===== config.mk =====
export PLATFORM = sky130hd
export DESIGN_NAME = bus_read_select
export DESIGN_NICKNAME = d
export VERILOG_FILES = /design/src/rtl/bus_map_pkg.sv /design/src/rtl/key_fifo.sv /design/src/rtl/bus_read_select.sv
export SDC_FILE = /design/constraint.sdc
export NUM_CORES = 1
export LEC_CHECK = 0
export ABC_AREA = 1
export CELL_PAD_IN_SITES_DETAIL_PLACEMENT = 1
export CELL_PAD_IN_SITES_GLOBAL_PLACEMENT = 1
export CORE_MARGIN = 3
export CORE_UTILIZATION = 25
export DETAILED_ROUTE_END_ITERATION = 7
export GPL_ROUTABILITY_DRIVEN = 0
export PLACE_DENSITY = 0.95
export SLEW_MARGIN = 10
export SYNTH_ARGS = -nofsm -noshare
export SYNTH_HDL_FRONTEND = slang
export SYNTH_SLANG_ARGS = --single-unit

===== constraint.sdc =====
create_clock -name clk -period 3.4 [get_ports clk]
set_clock_uncertainty 0.05 [all_clocks]
set_input_delay 0.51 -clock clk [delete_from_list [all_inputs] [get_ports clk]]
set_output_delay 0.51 -clock clk [all_outputs]
set_load 0.02 [all_outputs]

===== src/rtl/bus_map_pkg.sv =====
// ---------------------------------------------------------------------------
// bus_map_pkg
// Shared memory-map constants for the CPU bus. The write decoder and the
// read-side select both import this package, so the peripheral map lives in
// exactly one place.
//   ADDR_*   : 12-bit peripheral offsets (only addr[11:0] is decoded)
//   rd_sel_t : source of the load data in the return cycle
// ---------------------------------------------------------------------------
package bus_map_pkg;

  localparam logic [11:0] ADDR_VGA      = 12'h800;
  localparam logic [11:0] ADDR_SEG      = 12'h804;
  localparam logic [11:0] ADDR_KEY_DATA = 12'h808;
  localparam logic [11:0] ADDR_KEY_STAT = 12'h80C;
  localparam logic [11:0] ADDR_TIMER    = 12'h814;

  typedef enum logic [1:0] {
    SEL_DMEM = 2'd0,  // data comes straight from the DMEM read port
    SEL_REG  = 2'd1,  // data was captured into the return register
    SEL_NONE = 2'd2   // unmapped peripheral address, reads zero
  } rd_sel_t;

endpackage


===== src/rtl/key_fifo.sv =====
// ---------------------------------------------------------------------------
// key_fifo
// Keyboard scan-code buffer popped by CPU reads of KEY_DATA.
// Build option: define KEY_FIFO_EN for a DEPTH-entry FIFO; otherwise a single
// holding register where a new code overwrites an unread one.
// Ports:
//   clk, rst_n   : clock, async active-low reset
//   push         : key_valid strobe, push_code is the new scan code
//   pop          : pop request (ignored when empty)
//   ovf_clr      : clear the sticky overflow flag (a same-cycle set wins)
//   head_code    : oldest stored code
//   empty, full  : occupancy flags
//   count        : number of stored codes, zero-extended/truncated to 4 bits
//   overflow     : sticky flag, a code was dropped or overwritten
// ---------------------------------------------------------------------------
module key_fifo #(
  parameter int DEPTH = 4
) (
  input  logic       clk,
  input  logic       rst_n,
  input  logic       push,
  input  logic [7:0] push_code,
  input  logic       pop,
  input  logic       ovf_clr,
  output logic [7:0] head_code,
  output logic       empty,
  output logic       full,
  output logic [3:0] count,
  output logic       overflow
);

  localparam int CW = $clog2(DEPTH + 1);

  logic          do_pop;
  logic          ovf_q, ovf_d;
  logic [CW-1:0] count_q, count_d;

  assign do_pop   = pop && !empty;
  assign count    = 4'(count_q);
  assign overflow = ovf_q;

  // A push only loses data when the buffer is full and nothing leaves it in
  // the same cycle.
  always_comb begin
    // NOTE: every always_comb output gets a default first, so no path can
    // leave it unassigned and infer a latch.
    ovf_d = ovf_q;
    if (ovf_clr) ovf_d = 1'b0;
    if (push && full && !do_pop) ovf_d = 1'b1;
  end

`ifdef KEY_FIFO_EN
  localparam int AW = $clog2(DEPTH);

  logic [7:0]    mem_q [DEPTH];
  logic [AW-1:0] wr_ptr_q, wr_ptr_d;
  logic [AW-1:0] rd_ptr_q, rd_ptr_d;
  logic          do_push;

  assign empty     = (count_q == '0);
  assign full      = (count_q == CW'(DEPTH));
  assign do_push   = push && (!full || do_pop);
  assign head_code = mem_q[rd_ptr_q];

  // Pointers are AW bits wide and DEPTH is a power of two, so they wrap
  // naturally.
  always_comb begin
    wr_ptr_d = wr_ptr_q;
    rd_ptr_d = rd_ptr_q;
    count_d  = count_q;
    if (do_push) wr_ptr_d = wr_ptr_q + AW'(1);
    if (do_pop)  rd_ptr_d = rd_ptr_q + AW'(1);
    case ({do_push, do_pop})
      2'b10:   count_d = count_q + CW'(1);
      2'b01:   count_d = count_q - CW'(1);
      default: count_d = count_q;
    endcase
  end

  // NOTE: storage is left out of reset; occupancy is governed entirely by
  // the pointers and count, so stale entries are never observed.
  always_ff @(posedge clk) begin
    if (do_push) mem_q[wr_ptr_q] <= push_code;
  end

  always_ff @(posedge clk or negedge rst_n) begin
    if (!rst_n) begin
      wr_ptr_q <= '0;
      rd_ptr_q <= '0;
      count_q  <= '0;
      ovf_q    <= 1'b0;
    end else begin
      // NOTE: sequential state uses non-blocking assignments so every flop
      // samples the pre-edge values regardless of statement order.
      wr_ptr_q <= wr_ptr_d;
      rd_ptr_q <= rd_ptr_d;
      count_q  <= count_d;
      ovf_q    <= ovf_d;
    end
  end
`else
  logic [7:0] hold_q, hold_d;

  assign empty     = (count_q == '0);
  assign full      = !empty;
  assign head_code = hold_q;

  // Holding register: any new key replaces the stored one; the slot is
  // occupied after a push, or if it was occupied and not read.
  always_comb begin
    hold_d  = hold_q;
    count_d = count_q;
    if (push) begin
      hold_d  = push_code;
      count_d = CW'(1);
    end else if (do_pop) begin
      count_d = '0;
    end
  end

  always_ff @(posedge clk or negedge rst_n) begin
    if (!rst_n) begin
      hold_q  <= '0;
      count_q <= '0;
      ovf_q   <= 1'b0;
    end else begin
      hold_q  <= hold_d;
      count_q <= count_d;
      ovf_q   <= ovf_d;
    end
  end
`endif

endmodule


===== src/rtl/bus_read_select.sv =====
// ---------------------------------------------------------------------------
// bus_read_select
// Read-side bus decoder: steers CPU loads to DMEM or to peripheral readback
// registers and returns data one cycle later with a valid strobe. Owns the
// keyboard buffer (key_fifo), which is popped by KEY_DATA reads.
// Build option: KEY_FIFO_EN selects a KEY_DEPTH-entry keyboard FIFO instead
// of a single holding register.
// Ports:
//   clk, rst_n          : clock, async active-low reset
//   addr, re            : CPU load address (addr[11:0] decoded) and request
//   rdata, rvalid       : load data, valid one cycle after re; zero otherwise
//   dmem_re, dmem_rdata : DMEM read enable (combinational) and sync read data
//   vga_status, seg_value, timer_count : peripheral readback words
//   key_valid, key_code : keyboard scan-code strobe and code
// ---------------------------------------------------------------------------
module bus_read_select #(
  parameter int KEY_DEPTH = 4
) (
  input  logic        clk,
  input  logic        rst_n,
  input  logic [31:0] addr,
  input  logic        re,
  output logic [31:0] rdata,
  output logic        rvalid,
  output logic        dmem_re,
  input  logic [31:0] dmem_rdata,
  input  logic [31:0] vga_status,
  input  logic [31:0] seg_value,
  input  logic [31:0] timer_count,
  input  logic        key_valid,
  input  logic [7:0]  key_code
);

  import bus_map_pkg::*;

  logic [11:0] offs;
  logic        addr_hi_unused;
  rd_sel_t     sel_q, sel_d;
  logic [31:0] data_q, data_d;
  logic        rvalid_q, rvalid_d;
  logic        key_pop, key_ovf_clr;
  logic [7:0]  key_head;
  logic        key_empty, key_full, key_ovf;
  logic [3:0]  key_count;

  assign offs           = addr[11:0];
  assign addr_hi_unused = ^addr[31:12];
  assign dmem_re        = re && !offs[11];

  key_fifo #(.DEPTH(KEY_DEPTH)) u_key_fifo (
    .clk      (clk),
    .rst_n    (rst_n),
    .push     (key_valid),
    .push_code(key_code),
    .pop      (key_pop),
    .ovf_clr  (key_ovf_clr),
    .head_code(key_head),
    .empty    (key_empty),
    .full     (key_full),
    .count    (key_count),
    .overflow (key_ovf)
  );

  // Peripheral words are captured at the request edge; for DMEM only the
  // select is registered because the memory itself supplies the data later.
  always_comb begin
    sel_d       = sel_q;
    data_d      = data_q;
    rvalid_d    = re;
    key_pop     = 1'b0;
    key_ovf_clr = 1'b0;
    if (re) begin
      data_d = '0;
      if (!offs[11]) begin
        sel_d = SEL_DMEM;
      end else begin
        sel_d = SEL_REG;
        case (offs)
          ADDR_VGA:      data_d = vga_status;
          ADDR_SEG:      data_d = seg_value;
          ADDR_TIMER:    data_d = timer_count;
          ADDR_KEY_DATA: begin
            key_pop = 1'b1;
            if (!key_empty) data_d = {23'h0, 1'b1, key_head};
          end
          ADDR_KEY_STAT: begin
            key_ovf_clr = 1'b1;
            data_d      = {key_ovf, 27'h0, key_count};
          end
          default:       sel_d = SEL_NONE;
        endcase
      end
    end
  end

  always_ff @(posedge clk or negedge rst_n) begin
    if (!rst_n) begin
      sel_q    <= SEL_NONE;
      data_q   <= '0;
      rvalid_q <= 1'b0;
    end else begin
      sel_q    <= sel_d;
      data_q   <= data_d;
      rvalid_q <= rvalid_d;
    end
  end

  assign rvalid = rvalid_q;

  always_comb begin
    rdata = '0;
    if (rvalid_q) begin
      case (sel_q)
        SEL_DMEM: rdata = dmem_rdata;
        SEL_REG:  rdata = data_q;
        default:  rdata = '0;
      endcase
    end
  end

endmodule


==> metrics.cfg, run 1 <==
[status]
status=complete, no violations

[critical_path]
arrival_ns=2.50
slowest_stage=dfrtp_1
path_buf_inv=2
crit_chain=nor2_2 > buf_4 > nand2_1 > a21oi_1 > clkdlybuf4s50_1
worst_ep_required_time_ns=2.84
cp_max_fo=29
critPathMaxStageDelay_ns=0.77
startpoint=sel_q[0]$_DFFE_PN0P_
cp_top_family=buffers and inverters
r2r-start=sel_q[0]$_DFFE_PN0P_
crit_type=reg -> out
startpoint_type=register
endpoint_kind=output port

[clock_network]
cts_tree=done
clkTransAtPathRegs_ns=0.07
htreeDepth=2
ctsResizeCount=0
post_cts_buffers=0
ctsHoldBuffers=0
clk_latency_ns=0.28
root_buffer=clkbuf_16
clockBufferDepth=2
cts_buffers=5
clock-sinks=45

[logic_synthesis]
synth_cell_types=23
synth_ff_type=dfrtp_1
yosys_register_bits=45
async_reset_ff_share_pct=100
syn-num-nets=671
synth_seq_area_share_pct=36.2
yosysWarningCount=0
synth_edf_count=0
synthTopCellsByArea=dfrtp_1, nand2_1, nand3_1, a21oi_1, nand4_1
avgSynthCellArea_um2=6.24
synth_top_area_share_pct=35.3
syn-cell-area_um2=3120
synth_top_cell_by_area=dfrtp_1
synthCells=499

[sta]
whs_ns=0.354
setup_viol=0
tns_ns=0
max_clock_freq_ghz=0.327
drv_slew=0
fin_crit_ns=3.06
worstMarginPinSlew_ns=1.05
final.period_utilization_pct=90.0
rsz0062_at_grt=false
hold_violations=0
relSlewSlack_pct=30.1

[placed_design]
post_dp_cell_area_um2=5110
hpwl_mm=10.6
port_buffers=185

[grt]
gr-total-overflow=0
antenna_found_initial=1
grt_pass1_vias=4380
grtUsageTotal_pct=19.0
grt_pass1_wl_mm=21.8
grt_max_degree=46

[final_layout]
nNetsFinal=841
area_growth_syn_to_layout_pct=69.7
post-route-util_pct=43.7
fillers=1528
fin_area_um2=5290
drive_gt1_share_pct=5.07

[die]
coreArea_um2=12100
die_w_um=118
num_rows=40
die_h_um=118
initial_core_util_pct=25.7
die-area_um2=13800
pin_count=206

[power_and_ir_drop]
ir_drop_mv=0.200
power.density_nw_per_um2=283
power.leakage_nw=2.36

[drt]
detail_route.iter0.violations=171
firstDrtPassIters=4
drc=0
vias=4008
wl_per_cell_um=15.9
routed_wl_mm=13.3
vias_per_cell=4.78
ant_nets=0

[min_path]
hp-class=in -> async

[run]
drv_cap=0

layout by cell type (no fill, tap or decap), types with 5 or more instances in the layout:
cell type,netlist,layout
buf_4,1,13
inv_1,12,12
nand4_1,17,17
nand3_1,90,90
clkbuf_16,0,5
nor2_1,10,9
dfrtp_1,44,44
clkdlybuf4s50_1,0,184
a21oi_1,32,32
nand2_1,238,238
layer usage:
layer  wire length [µm]  GRT usage, %  up-vias
met4                398          7.11        0
li1                   -             -     1960
met3                499          2.16       26
met2               6860          35.4      125
met1               5570          22.2     1897
met5                  0             0        -
flip-flops by register name, indices dropped and copies added (netlist names):
register and cells:
u_key_fifo.count_q 1, u_key_fifo.overflow 1, sel_q 2, u_key_fifo.head_code 8
rvalid 1, data_q 32
stage by stage:
stage / setup WS, ns / total power, mW / cells
global placement: 0.663 / 0.928 / 830
global route: 0.139 / 1.57 / 839
CTS: 0.314 / 1.51 / 838
detailed placement: 0.625 / 0.940 / 830
floorplan: 1.44 / 0.675 / 499
finish: 0.341 / 1.50 / 839
layout make-up:
type                    count  area (µm²)  area share [%]
repair buffers            198        1940            36.8
multi-input cells         403        1770            33.4
flip-flops and latches     45        1130            21.3
well taps                 168         210            3.98
clock buffers               6         139            2.63
inverters                  16        60.1            1.14
clock inverters             2        37.5           0.710
diodes                      1        2.50          0.0473
kinds of logic (layout without fill, tap and decap cells):
family                 count (synthesis)  count (layout)  share of synthesized area (%)
DFF                                   45              45                           36.2
AOI/OAI and AO/OA                     37              37                           6.10
other                                  0               1                              0
and+or+nand+nor                      366             366                           50.5
buffers and inverters                 51             222                           7.19
cells in the mapped netlist, types with 2 or more instances:
master	number
dfrtp_1	44
clkbuf_1	17
nor2_1	10
nand4_1	17
inv_1	12
and2_1	3
a21oi_1	32
o21ai_0	3
o211ai_1	2
nor2_2	2
nand2_1	238
buf_1	4
nand3_1	90
inv_2	3
buf_2	11
nor2_4	3
buf_6	2
power breakdown:
part	leakage [nW]	total, mW	switching, mW	internal [mW]
Clock	0.0831	0.571	0.204	0.367
Combinational	1.68	0.369	0.154	0.215
Sequential	0.600	0.557	0.00973	0.547
Total	2.36	1.50	0.368	1.13
worst paths after layout:
kind | slack, ns | endpoint | cells past startpoint
min in group clk | 0.43 | u_key_fifo.head_code[0]$_DFFE_PN0P_ | 2
min reg2reg | 0.43 | u_key_fifo.head_code[0]$_DFFE_PN0P_ | 2
max reg2reg | 1.81 | sel_q[0]$_DFFE_PN0P_ | 3
max | 0.34 | rdata[20] | 5
max in group asynchronous | 2.32 | data_q[2]$_DFFE_PN0P_ | 1
min | 0.35 | data_q[23]$_DFFE_PN0P_ | 1
worst reg2reg max path, delay by kind of cell (launching register included):
family,cells,cell delay (ns)
flops,1,1.03
buf+inv,1,0.29
simple gates,2,0.16
Note: power is estimated with default switching activity, not from simulation.
==> inputs of run 2 (changes only) <==
ABC_AREA = default   (was 1)
CELL_PAD_IN_SITES_DETAIL_PLACEMENT = 0   (was 1)
CORE_UTILIZATION = 26   (was 25)
==> metrics.cfg, run 2 <==
[clock_network]
clkTransAtPathRegs_ns=0.08
htreeDepth=2
clk_latency_ns=0.28
clock-sinks=45
root_buffer=clkbuf_8
cts_buffers=5
ctsHoldBuffers=0
cts_tree=done
post_cts_buffers=0
clockBufferDepth=2
ctsResizeCount=0

[drt]
routed_wl_mm=10.6
wl_per_cell_um=18.1
vias_per_cell=5.04
ant_nets=0
detail_route.iter0.violations=167
vias=2957
drc=0
firstDrtPassIters=4

[placed_design]
dp.cells=580
post_dp_cell_area_um2=4750
port_buffers=185
hpwl_mm=7.90

[grt]
gr-total-overflow=0
grt_pass1_wl_mm=15.4
antenna_found_initial=0
grt_pass1_vias=2960
grtUsageTotal_pct=16.4
grt_max_degree=46

[critical_path]
worst_ep_required_time_ns=2.84
cp_max_fo=27
arrival_ns=2.21
crit_type=reg -> out
endpoint_kind=output port
startpoint_type=register

[sta]
worstMarginPinSlew_ns=1.06
max_clock_freq_ghz=0.361
drv_slew=0
fin_crit_ns=2.77
hold_violations=0
final.period_utilization_pct=81.5
tns_ns=0
setup_viol=0
rsz0062_at_grt=false
relSlewSlack_pct=29.1

[final_layout]
fin_cells=587
post-route-util_pct=46.4
fin_area_um2=4840
drive_gt1_share_pct=7.10
antenna_cells=0
area_growth_syn_to_layout_pct=72.3
mostFrequentLayoutCell=clkdlybuf4s50_1
largest-register=data_q
nNetsFinal=623
largest_reg_flops=32
layout_common_cells=clkdlybuf4s50_1, nor2_1, dfrtp_1

[logic_synthesis]
synthCells=275
syn-cell-area_um2=2810
syn-num-nets=447
synth_edf_count=0
synth_top_area_share_pct=39.2
synth_seq_area_share_pct=40.2
yosysMostFrequentCell=nor2_1
synth_commonest_cells=nor2_1, dfrtp_1, mux2i_1
yosys_register_bits=45
synth_ff_type=dfrtp_1
synthTopCellsByArea=dfrtp_1, mux2i_1, a221o_1, a22o_1, nor2_1
avgSynthCellArea_um2=10.2
synth_cell_types=38
synth_top_cell_by_area=dfrtp_1
async_reset_ff_share_pct=100
yosysWarningCount=0

[die]
die_w_um=110
initial_core_util_pct=26.9
die_h_um=110
pin_count=206
num_rows=37
die-area_um2=12100
coreArea_um2=10400

[power_and_ir_drop]
ir_drop_mv=0.147
power.density_nw_per_um2=259
p_total_mw=1.25
power.leakage_nw=1.87

[min_path]
hp-class=in -> async

[status]
status=complete, no violations

[run]
drv_cap=0

-- run 2: cell types whose count changed after synthesis, sizes merged, moves of 8 or more --
cell / previous run / this run
a21oi: 32 / 4
a221o: 0 / 22
a22o: 0 / 22
a22oi: 0 / 9
clkbuf: 17 / 9
inv: 15 / 4
mux2: 0 / 9
mux2i: 0 / 40
nand2: 239 / 2
nand3: 91 / 3
nand4: 17 / 0
nor2: 15 / 48
o21ai: 3 / 11
-- run 2: cells by family (layout without fill, tap and decap cells) --
kind of cell,after synthesis,after routing,synth area share [%]
compound gates,83,83,23.9
flops,45,45,40.2
buf+inv,28,204,5.35
simple gates,70,70,12.7
mux,49,49,17.9
-- run 2: layout make-up --
class                   instances  area (µm²)
inverters                       4        15.0
clock buffers                   7        86.3
flip-flops and latches         45        1130
multi-input cells             202        1530
well taps                     136         170
repair buffers                193        1910
fillers                      1008        5580
-- run 2: report_power, final --
part	internal, mW	total [mW]	switching [mW]
Sequential	0.547	0.553	0.00638
Clock	0.162	0.335	0.174
Combinational	0.227	0.363	0.137
-- run 2: per-stage QoR --
stage | worst slack, ns | hold WS (ns)
after floorplan | 1.48 | 0.164
after global placement | 0.892 | 0.420
after detailed placement | 0.868 | 0.429
after CTS | 0.611 | 0.382
after global routing | 0.477 | 0.434
final | 0.628 | 0.346
-- run 2: final timing paths --
check                                                     start                      to  slack (ns)  depth (start not counted)
worst max register to register  u_key_fifo.overflow$_DFFE_PN0P_  data_q[31]$_DFFE_PN0P_        2.02                          4
min in group clk                           sel_q[1]$_DFFE_PN1P_    sel_q[1]$_DFFE_PN1P_        0.44                          1
max in group asynchronous                                 rst_n    sel_q[0]$_DFFE_PN0P_        2.21                          1
worst max-delay path                       sel_q[1]$_DFFE_PN1P_               rdata[10]        0.63                          4
worst min register to register             sel_q[1]$_DFFE_PN1P_    sel_q[1]$_DFFE_PN1P_        0.44                          1
worst min-delay path                                      rst_n  data_q[23]$_DFFE_PN0P_        0.35                          1
-- run 2: worst max-delay path, cell delays in order, from the launching register on --
cell	delay, ns
dfstp_2	0.54
nand2b_1	0.30
buf_4	0.40
nor2_1	0.11
clkdlybuf4s50_1	0.57
-- run 2: layer usage --
metal	GRT usage [%]	wire length, µm	vias to the layer above
met1	19.1	4300	1406
li1	-	-	1400
met3	5.17	1130	11
met2	29.6	5100	140
met5	0	0	-
met4	3.03	74	0
==> inputs of run 3 (changes only) <==
CORE_UTILIZATION = 24   (was 26)
PLACE_DENSITY = 0.9   (was 0.95)
clock period = 2.7 ns   (was 3.4 ns; I/O delays follow)
==> metrics.cfg, run 3 (synthesis results as in run 2) <==
[die]
coreArea_um2=11100
initial_core_util_pct=25.2
die_w_um=114
num_rows=38
die_h_um=114
die-area_um2=13000
pin_count=206

[critical_path]
startpoint=sel_q[1]$_DFFE_PN1P_
crit_type=reg -> out
slowest_stage=clkdlybuf4s50_1
cp_max_fo=22
ff2ff_path_depth=3
r2r-start=u_key_fifo.count_q[0]$_DFFE_PN0P_
startpoint_type=register
crit_chain=nand2b_1 > buf_4 > nor2_1 > clkdlybuf4s50_1
critPathMaxStageDelay_ns=0.57
arrival_ns=1.90
endpoint=rdata[9]
reg2reg_slack_ns=1.28
worst_ep_required_time_ns=2.25
r2r_end=data_q[5]$_DFFE_PN0P_
endpoint_kind=output port

[sta]
fin_crit_ns=2.35
relSlewSlack_pct=27.6
hold_violations=0
setup_viol=0
timing.final.ws_setup_ns=0.349
final.period_utilization_pct=87.1
tns_ns=0
rsz0062_at_grt=false
drv_slew=0
worstMarginPinSlew_ns=1.09
max_clock_freq_ghz=0.425

[clock_network]
cts_tree=done
clkTransAtPathRegs_ns=0.06
clk_latency_ns=0.28
htreeDepth=2
clock-sinks=45
post_cts_buffers=0
root_buffer=clkbuf_16
cts_buffers=5
ctsResizeCount=0
clockBufferDepth=2
ctsHoldBuffers=0

[drt]
detail_route.iter0.violations=175
ant_nets=0
vias_per_cell=5.04
wl_per_cell_um=18.2
firstDrtPassIters=5
vias=2997
drc=0
routed_wl_mm=10.8

[grt]
grt_max_degree=46
antenna_found_initial=0
grtUsageTotal_pct=15.9
grt_pass1_vias=3159
grt_pass1_wl_mm=16.5
gr-total-overflow=0

[final_layout]
drive_gt1_share_pct=8.13
antenna_cells=0
fillers=1060
largest_reg_flops=32
area_growth_syn_to_layout_pct=76.3
largest-register=data_q
nNetsFinal=626
layout_common_cells=clkdlybuf4s50_1, nor2_1, dfrtp_1
mostFrequentLayoutCell=clkdlybuf4s50_1

[placed_design]
port_buffers=185
hpwl_mm=8.19
post-place-ws_ns=0.321

[power_and_ir_drop]
power.density_nw_per_um2=366
ir_drop_mv=0.248
power.leakage_nw=1.92

[min_path]
hp-class=in -> async

[status]
status=complete, no violations

[run]
drv_cap=0

run 3: changes by cell type in the layout (fill, tap and decap cells not counted):
cell       before  now
clkbuf_1        1    0
clkinv_2        0    1
clkbuf_8        6    2
buf_4           8   10
clkbuf_16       0    5
buf_12          0    1
run 3: final cells by class:
type | instances | area (µm²) | area share (%)
inverter | 4 | 15.0 | 0.303
tap | 140 | 175 | 3.54
multi-input combinational | 202 | 1530 | 30.9
clock buffer | 7 | 153 | 3.09
timing repair buffer | 196 | 1940 | 39.3
sequential | 45 | 1130 | 22.8
clock inverter | 1 | 5.00 | 0.101
run 3: critical path: cells and delay by family (launching register included):
family	cells	cell delay [ns]
simple gates	2	0.23
flops	1	0.53
buf+inv	2	0.85
run 3: per-stage QoR:
| step | instances | hold slack, ns | power (mW) | instance area, µm² | utilization [%] |
|---|---|---|---|---|---|
| after global routing | 595 | 0.368 | 1.89 | 4950 | 44.5 |
| after floorplan | 275 | 0.0594 | 0.848 | 2810 | - |
| after global placement | 587 | 0.421 | 1.17 | 4790 | 43.0 |
| after detailed placement | 587 | 0.422 | 1.18 | 4790 | 43.0 |
| after CTS | 595 | 0.319 | 1.84 | 4950 | 44.5 |
| final | 595 | 0.277 | 1.81 | 4950 | 44.5 |
run 3: where the power goes:
part / internal [mW] / total, mW / switching (mW)
clock network: 0.393 / 0.654 / 0.261
registers: 0.689 / 0.697 / 0.00748
logic: 0.289 / 0.462 / 0.173
run 3: worst min path at each step:
stage | end | startpoint | depth (start not counted)
finish | data_q[27]$_DFFE_PN0P_ | rst_n | 1
global route | data_q[22]$_DFFE_PN0P_ | rst_n | 1
detailed placement | sel_q[1]$_DFFE_PN1P_ | sel_q[1]$_DFFE_PN1P_ | 1
floorplan | data_q[0]$_DFFE_PN0P_ | rst_n | 0
global placement | sel_q[1]$_DFFE_PN1P_ | sel_q[1]$_DFFE_PN1P_ | 1
CTS | data_q[22]$_DFFE_PN0P_ | rst_n | 1
run 3: metal layers:
metal	vias up	track usage, %	part of all wire [%]
met5	-	0	0
met4	0	3.01	0.67
li1	1409	-	-
met2	143	28.0	48
met3	4	4.07	9.4
met1	1441	19.6	41
